===== config.mk =====
export PLATFORM = sky130hd
export DESIGN_NAME = rv32i_alu_issue_flat
export DESIGN_NICKNAME = d
export VERILOG_FILES = /design/src/rtl/rv32i_alu_issue_if.sv /design/src/rtl/rv32i_alu_issue.sv /design/src/flat_wrapper.sv
export SDC_FILE = /design/constraint.sdc
export NUM_CORES = 1
export LEC_CHECK = 0
export ABC_AREA = 1
export ABC_CLOCK_PERIOD_IN_PS = 1600
export CAP_MARGIN = 20
export CORE_MARGIN = 5
export CORE_UTILIZATION = 45
export DETAILED_ROUTE_END_ITERATION = 12
export PLACE_DENSITY = 0.74
export SYNTH_ARGS = -nofsm -noshare
export SYNTH_HDL_FRONTEND = slang
export SYNTH_SLANG_ARGS = --single-unit

===== constraint.sdc =====
create_clock -name clk -period 1.6 [get_ports clk]
set_clock_uncertainty 0.2 [all_clocks]
set_input_delay 0.24 -clock clk [delete_from_list [all_inputs] [get_ports clk]]
set_output_delay 0.24 -clock clk [all_outputs]
set_load 0.02 [all_outputs]

===== src/rtl/rv32i_alu_issue_if.sv =====
// Operand-issue bus between register read, the issue stage and the ALU.
// slave: issue-stage view; master: producer/consumer (bench) view.
interface rv32i_alu_issue_if;
    logic        in_valid;
    logic        in_ready;
    logic [31:0] in_instr;
    logic [31:0] in_pc;
    logic [31:0] in_rs1_val;
    logic [31:0] in_rs2_val;
    logic        out_valid;
    logic        out_ready;
    logic [4:0]  out_op;
    logic [31:0] out_a;
    logic [31:0] out_b;
    logic [4:0]  out_rd;
    logic        out_illegal;

    modport slave (
        input  in_valid, in_instr, in_pc, in_rs1_val, in_rs2_val,
        output in_ready,
        output out_valid, out_op, out_a, out_b, out_rd, out_illegal,
        input  out_ready
    );

    modport master (
        output in_valid, in_instr, in_pc, in_rs1_val, in_rs2_val,
        input  in_ready,
        input  out_valid, out_op, out_a, out_b, out_rd, out_illegal,
        output out_ready
    );
endinterface


===== src/rtl/rv32i_alu_issue.sv =====
// RV32I ALU issue stage: decodes OP/OP-IMM/LUI/AUIPC into (op, a, b, rd)
// and issues through a 2-entry skid buffer.
// Ports: clk, rst_n (async low), flush, bus (slave), issue_count.
module rv32i_alu_issue #(
    parameter int CNT_W = 32
) (
    input  logic                 clk,
    input  logic                 rst_n,
    input  logic                 flush,
    rv32i_alu_issue_if.slave     bus,
    output logic [CNT_W-1:0]     issue_count
);

    localparam logic [6:0] OPC_OP    = 7'b0110011;
    localparam logic [6:0] OPC_OPIMM = 7'b0010011;
    localparam logic [6:0] OPC_LUI   = 7'b0110111;
    localparam logic [6:0] OPC_AUIPC = 7'b0010111;

    localparam logic [4:0] ALU_ADD = 5'b00000;

    typedef struct packed {
        logic [4:0]  op;
        logic [31:0] a;
        logic [31:0] b;
        logic [4:0]  rd;
        logic        illegal;
    } ent_t;

    logic [6:0]  opc;
    logic [2:0]  f3;
    logic [6:0]  f7;
    logic [31:0] imm_i;
    logic [31:0] imm_u;
    ent_t        dec;
    logic        legal;

    assign opc   = bus.in_instr[6:0];
    assign f3    = bus.in_instr[14:12];
    assign f7    = bus.in_instr[31:25];
    assign imm_i = {{20{bus.in_instr[31]}}, bus.in_instr[31:20]};
    assign imm_u = {bus.in_instr[31:12], 12'b0};

    always_comb begin
        dec         = '0;
        dec.rd      = bus.in_instr[11:7];
        legal       = 1'b0;
        unique case (1'b1)
            opc == OPC_OP: begin
                dec.a = bus.in_rs1_val;
                dec.b = bus.in_rs2_val;
                if (f7 == 7'b0000000) begin
                    dec.op = {2'b00, f3};
                    legal  = 1'b1;
                end else if (f7 == 7'b0100000 &&
                             (f3 == 3'b000 || f3 == 3'b101)) begin
                    dec.op = {2'b01, f3};
                    legal  = 1'b1;
                end
            end
            opc == OPC_OPIMM: begin
                dec.a  = bus.in_rs1_val;
                dec.b  = imm_i;
                dec.op = {2'b00, f3};
                legal  = 1'b1;
                if (f3 == 3'b001) begin
                    legal = (f7 == 7'b0000000);
                end else if (f3 == 3'b101) begin
                    // funct7[5] selects SRA; any other funct7 bit is illegal
                    if (f7 == 7'b0100000) begin
                        dec.op = 5'b01101;
                    end else if (f7 != 7'b0000000) begin
                        legal = 1'b0;
                    end
                end
            end
            opc == OPC_LUI: begin
                dec.op = ALU_ADD;
                dec.a  = '0;
                dec.b  = imm_u;
                legal  = 1'b1;
            end
            opc == OPC_AUIPC: begin
                dec.op = ALU_ADD;
                dec.a  = bus.in_pc;
                dec.b  = imm_u;
                legal  = 1'b1;
            end
            default: begin
                legal = 1'b0;
            end
        endcase
        if (!legal) begin
            dec.op = ALU_ADD;
            dec.a  = '0;
            dec.b  = '0;
        end
        dec.illegal = !legal;
    end

    ent_t main_q, main_d;
    ent_t skid_q, skid_d;
    logic main_v, main_vd;
    logic skid_v, skid_vd;
    logic rdy_q;
    logic acc;
    logic hs;
    logic [CNT_W-1:0] cnt_q;

    assign acc = bus.in_valid & rdy_q;
    assign hs  = main_v & bus.out_ready;

    always_comb begin
        main_d  = main_q;
        skid_d  = skid_q;
        main_vd = main_v;
        skid_vd = skid_v;
        if (flush) begin
            main_vd = 1'b0;
            skid_vd = 1'b0;
        end else if (hs || !main_v) begin
            // skid holds the older entry; acc cannot coincide since
            // in_ready is low whenever skid is occupied
            if (skid_v) begin
                main_d  = skid_q;
                main_vd = 1'b1;
                skid_vd = 1'b0;
            end else if (acc) begin
                main_d  = dec;
                main_vd = 1'b1;
            end else begin
                main_vd = 1'b0;
            end
        end else if (acc) begin
            skid_d  = dec;
            skid_vd = 1'b1;
        end
    end

    always_ff @(posedge clk or negedge rst_n) begin
        if (!rst_n) begin
            main_q <= '0;
            skid_q <= '0;
            main_v <= 1'b0;
            skid_v <= 1'b0;
            rdy_q  <= 1'b1;
            cnt_q  <= '0;
        end else begin
            main_q <= main_d;
            skid_q <= skid_d;
            main_v <= main_vd;
            skid_v <= skid_vd;
            rdy_q  <= !skid_vd;
            if (hs) begin
                cnt_q <= cnt_q + CNT_W'(1);
            end
        end
    end

    assign bus.in_ready    = rdy_q;
    assign bus.out_valid   = main_v;
    assign bus.out_op      = main_q.op;
    assign bus.out_a       = main_q.a;
    assign bus.out_b       = main_q.b;
    assign bus.out_rd      = main_q.rd;
    assign bus.out_illegal = main_q.illegal;
    assign issue_count     = cnt_q;

endmodule


===== src/flat_wrapper.sv =====
// flat-port wrapper written by rule: the top's interface ports become plain ports
module rv32i_alu_issue_flat 
#(
    parameter int CNT_W = 32
)
  (clk, rst_n, flush, issue_count, bus_in_valid, bus_in_instr, bus_in_pc, bus_in_rs1_val, bus_in_rs2_val, bus_in_ready, bus_out_valid, bus_out_op, bus_out_a, bus_out_b, bus_out_rd, bus_out_illegal, bus_out_ready);
  rv32i_alu_issue_if bus_i ();
  input  logic clk;
  input  logic rst_n;
  input  logic flush;
  output logic [CNT_W-1:0] issue_count;
  input wire logic [$bits(bus_i.in_valid)-1:0] bus_in_valid;
  input wire logic [$bits(bus_i.in_instr)-1:0] bus_in_instr;
  input wire logic [$bits(bus_i.in_pc)-1:0] bus_in_pc;
  input wire logic [$bits(bus_i.in_rs1_val)-1:0] bus_in_rs1_val;
  input wire logic [$bits(bus_i.in_rs2_val)-1:0] bus_in_rs2_val;
  output wire logic [$bits(bus_i.in_ready)-1:0] bus_in_ready;
  output wire logic [$bits(bus_i.out_valid)-1:0] bus_out_valid;
  output wire logic [$bits(bus_i.out_op)-1:0] bus_out_op;
  output wire logic [$bits(bus_i.out_a)-1:0] bus_out_a;
  output wire logic [$bits(bus_i.out_b)-1:0] bus_out_b;
  output wire logic [$bits(bus_i.out_rd)-1:0] bus_out_rd;
  output wire logic [$bits(bus_i.out_illegal)-1:0] bus_out_illegal;
  input wire logic [$bits(bus_i.out_ready)-1:0] bus_out_ready;
  assign bus_i.in_valid = bus_in_valid;
  assign bus_i.in_instr = bus_in_instr;
  assign bus_i.in_pc = bus_in_pc;
  assign bus_i.in_rs1_val = bus_in_rs1_val;
  assign bus_i.in_rs2_val = bus_in_rs2_val;
  assign bus_in_ready = bus_i.in_ready;
  assign bus_out_valid = bus_i.out_valid;
  assign bus_out_op = bus_i.out_op;
  assign bus_out_a = bus_i.out_a;
  assign bus_out_b = bus_i.out_b;
  assign bus_out_rd = bus_i.out_rd;
  assign bus_out_illegal = bus_i.out_illegal;
  assign bus_i.out_ready = bus_out_ready;
  rv32i_alu_issue #(.CNT_W(CNT_W)) u_core (.clk(clk), .rst_n(rst_n), .flush(flush), .bus(bus_i), .issue_count(issue_count));
endmodule

==> qor.yml, run 1 <==
rsz0062_at_grt: "yes"
fmax_mhz: 505
power_leakage_nw: 8.62
totalWireLength_um: 43300
synth_area_leaders: "dfrtp_1 (48%), nand2_1 (26%), nor2_1 (6.8%), nand3_1 (3.6%), o21ai_0 (2.9%)"
postSynthAreaPerCell_um2: 7.02
synth_seq_cells: 183
num_rows: 53
hold_slack_ps: 84.6
gp_congestion: 0.844
overflow: 0
synth_cell_types: 31
clk_latency_ps: 450
synth_top_area_share: 0.482
clkPwrFrac: 0.347
io_pins: 242
peakVddDrop_v: 0.000672
port_buffers: 240
nets: 1871
crit_arrival_ps: 2100
initial_utilization: 0.454
grtUsageTotal: 0.319
areaGrowthSynthToFinish_pct: 75.4
power.switching_mw: 3.76
layout_common_cells: "nand2_1 (499), dfrtp_1 (166), clkdlybuf4s50_1 (114)"
postLayoutCoreUtil: 0.797
die_w_um: 155
layout-drive-gt1-share: 0.380
cap_violations: 0
hold_viol_final: 0
crit_path_start_kind: "input pin"
routedWlPerCell_um: 21.4
cp-end-kind: "flip-flop"
avgViaCountPerCell: 5.66
cpMostUsedCell: "nand2_1"
synthesis.instances: 1346
crit_family: "simple AND/OR/NAND/NOR gates"
status: "finished with violations"
critPathKind: "in -> reg"
cts_buffers: 17
firstDrtPassIters: 6
grt_pass1_wl_um: 60300
syn-num-nets: 1480
setup_viol: 180
ff2ff_path_depth: 10
min_path_type: "in -> async"
cts-htree-levels: 4
fin_crit_sh: 1.24
violations: "negative setup slack"
grt_max_degree: 47
finalSetupTns_ps: -32760
synth_area_um2: 9460
path_clk_slew_ps: 80
seq_area_frac_synth: 0.484
crit_fanout: 5
layout_commonest_cell: "nand2_1"
initialDrtViolationCount: 1103
synth-main-ff-cell: "dfrtp_1"
dieArea_um2: 24000
p_int_mw: 8.73
path_cells: "clkdlybuf4s15_2, inv_2, buf_4, nand2_2, nor2_2, nand2_1, nand2_2, nand3_4, buf_12, buf_12, buf_16, nand2_1, nand2_1, nand2_1, nand2_1"
cts_sinks: 183
p_sw_frac: 0.301
required_ps: 1720
slowest_stage: "clkdlybuf4s15_2"
cts_tree: "yes"
dp_slack_ps: -648
setup_slack_ps: -380
fin_crit_ps: 1980
slowest_delay_ps: 230
cts-root-buf: "clkbuf_16"
crit_buf_inv: 6
yosys.area.top_type: "dfrtp_1"
slew_violations: 0
synth_edf_count: 0
p_per_area_nw_per_um2: 753
vias: 11471
ant_nets: 0
antenna_found_initial: 1
die_y_um: 155
yosysWarnings: 0
seqPwrFrac: 0.410
async_flop_share: 1.00
core_um2: 20800
place_hpwl_um: 20800
cts_buffer_depth: 2
drc: 0
power_frac_comb: 0.243
path_depth: 15
grt_pass1_vias: 11231
-- final timing paths --
| kind | end | slack, ps | startpoint |
|---|---|---|---|
| worst min-delay path | u_core.issue_count[10] | 80 | rst_n |
| worst max register to register | u_core.bus.out_b[31] | -310 | u_core.bus.in_ready |
| min in group clk | u_core.skid_q[36] | 130 | bus_in_instr[30] |
| max in group asynchronous | u_core.bus.in_ready | 460 | rst_n |
| worst max-delay path | u_core.bus.out_b[14] | -380 | bus_in_instr[13] |
| worst min register to register | u_core.bus.out_b[6] | 280 | u_core.bus.out_b[6] |
-- through the flow --
stage | power [mW] | instance area [µm²] | instances
6_report | 12.5 | 16600 | 2026
5_1_grt | 12.8 | 16600 | 2026
4_1_cts | 11.9 | 15700 | 2002
3_5_place_dp | 7.20 | 12900 | 1879
3_3_place_gp | 7.17 | 12900 | 1879
2_1_floorplan | 5.97 | 9680 | 1346
-- logic make-up (layout without fill, tap and decap cells) --
| kind of cell | Yosys count | in the layout | synth area share |
|---|---|---|---|
| compound gates | 95 | 95 | 0.0508 |
| xor+xnor | 29 | 29 | 0.0269 |
| fa+ha+maj | 1 | 1 | 0.00132 |
| buf+inv | 120 | 524 | 0.0540 |
| flops | 183 | 183 | 0.484 |
| other cells | 1 | 2 | 0.000397 |
| simple gates | 917 | 917 | 0.382 |
-- worst reg2reg max path, cell delays in order, from the launching register on --
cell and delay [ps]:
dfstp_2 590, nand2_4 80, inv_2 70, nor2_4 30, inv_2 70, nand3_4 120
buf_8 180, buf_12 130, buf_16 140, nand2_1 90, nand2_1 80
-- flip-flops by register name, indices dropped and copies added (netlist names) --
register / flops
u_core.skid_q: 74
u_core.bus.out_illegal: 1
u_core.bus.out_op: 4
u_core.skid_v: 1
u_core.bus.out_a: 32
u_core.issue_count: 32
u_core.bus.out_b: 32
u_core.bus.out_valid: 1
u_core.bus.out_rd: 5
u_core.bus.in_ready: 1
-- Yosys cell counts, types with 2 or more instances --
cell type / number
buf_1: 6
nor2_2: 4
dfrtp_1: 182
nor2_1: 172
nand4_1: 7
nand3_1: 68
inv_1: 42
clkbuf_1: 41
xor2_1: 19
o21ai_1: 38
buf_6: 4
inv_2: 5
o21ai_0: 54
nor2_4: 2
nand2_1: 649
buf_2: 21
nor3_1: 9
xnor2_1: 10
-- timing repair --
action | 4_1_cts | 5_1_grt
pin swaps | 73 | 63
endpoints found under the setup margin | 280 | 266
hold endpoints to repair | 182 | 0
cloned | 38 | 6
hold buffers | 1 | 0
setup buffers | 53 | 37
resized for setup | 520 | 421
-- cell type report --
| class | instances | area, µm² |
|---|---|---|
| Clock inverter | 10 | 120 |
| Fill cell | 1264 | 4240 |
| Sequential cell | 183 | 4600 |
| Clock buffer | 22 | 454 |
| Antenna cell | 1 | 2.50 |
| Inverter | 47 | 189 |
| Tap cell | 275 | 344 |
| Timing Repair Buffer | 445 | 4940 |
| Multi-Input combinational cell | 1043 | 5930 |
-- layer usage --
layer	share of wire	vias up	wire length, µm	global-route usage
met4	0.068	0	2930	0.183
met2	0.49	757	21300	0.533
met1	0.35	5484	15100	0.383
met3	0.090	249	3910	0.0659
li1	-	4981	-	-
met5	0	-	0	0
-- power groups by stage --
stage	combinational (mW)	sequential [mW]	clock, mW
floorplan	0.610	5.36	0
global placement	2.05	5.13	0
detailed placement	2.07	5.13	0
CTS	2.59	5.06	4.26
global route	3.18	5.15	4.52
finish	3.03	5.12	4.34
Note: power is estimated with default switching activity, not from simulation.
==> inputs of run 2 (changes only) <==
--- a/config.mk
+++ b/config.mk
@@ -7,7 +7,6 @@
 export LEC_CHECK = 0
 export ABC_AREA = 1
 export ABC_CLOCK_PERIOD_IN_PS = 1600
-export CAP_MARGIN = 20
 export CORE_MARGIN = 5
 export CORE_UTILIZATION = 45
 export DETAILED_ROUTE_END_ITERATION = 12
==> results of run 2 <==
Same layout as run 1: the final DEF is identical, and so are final timing and power.
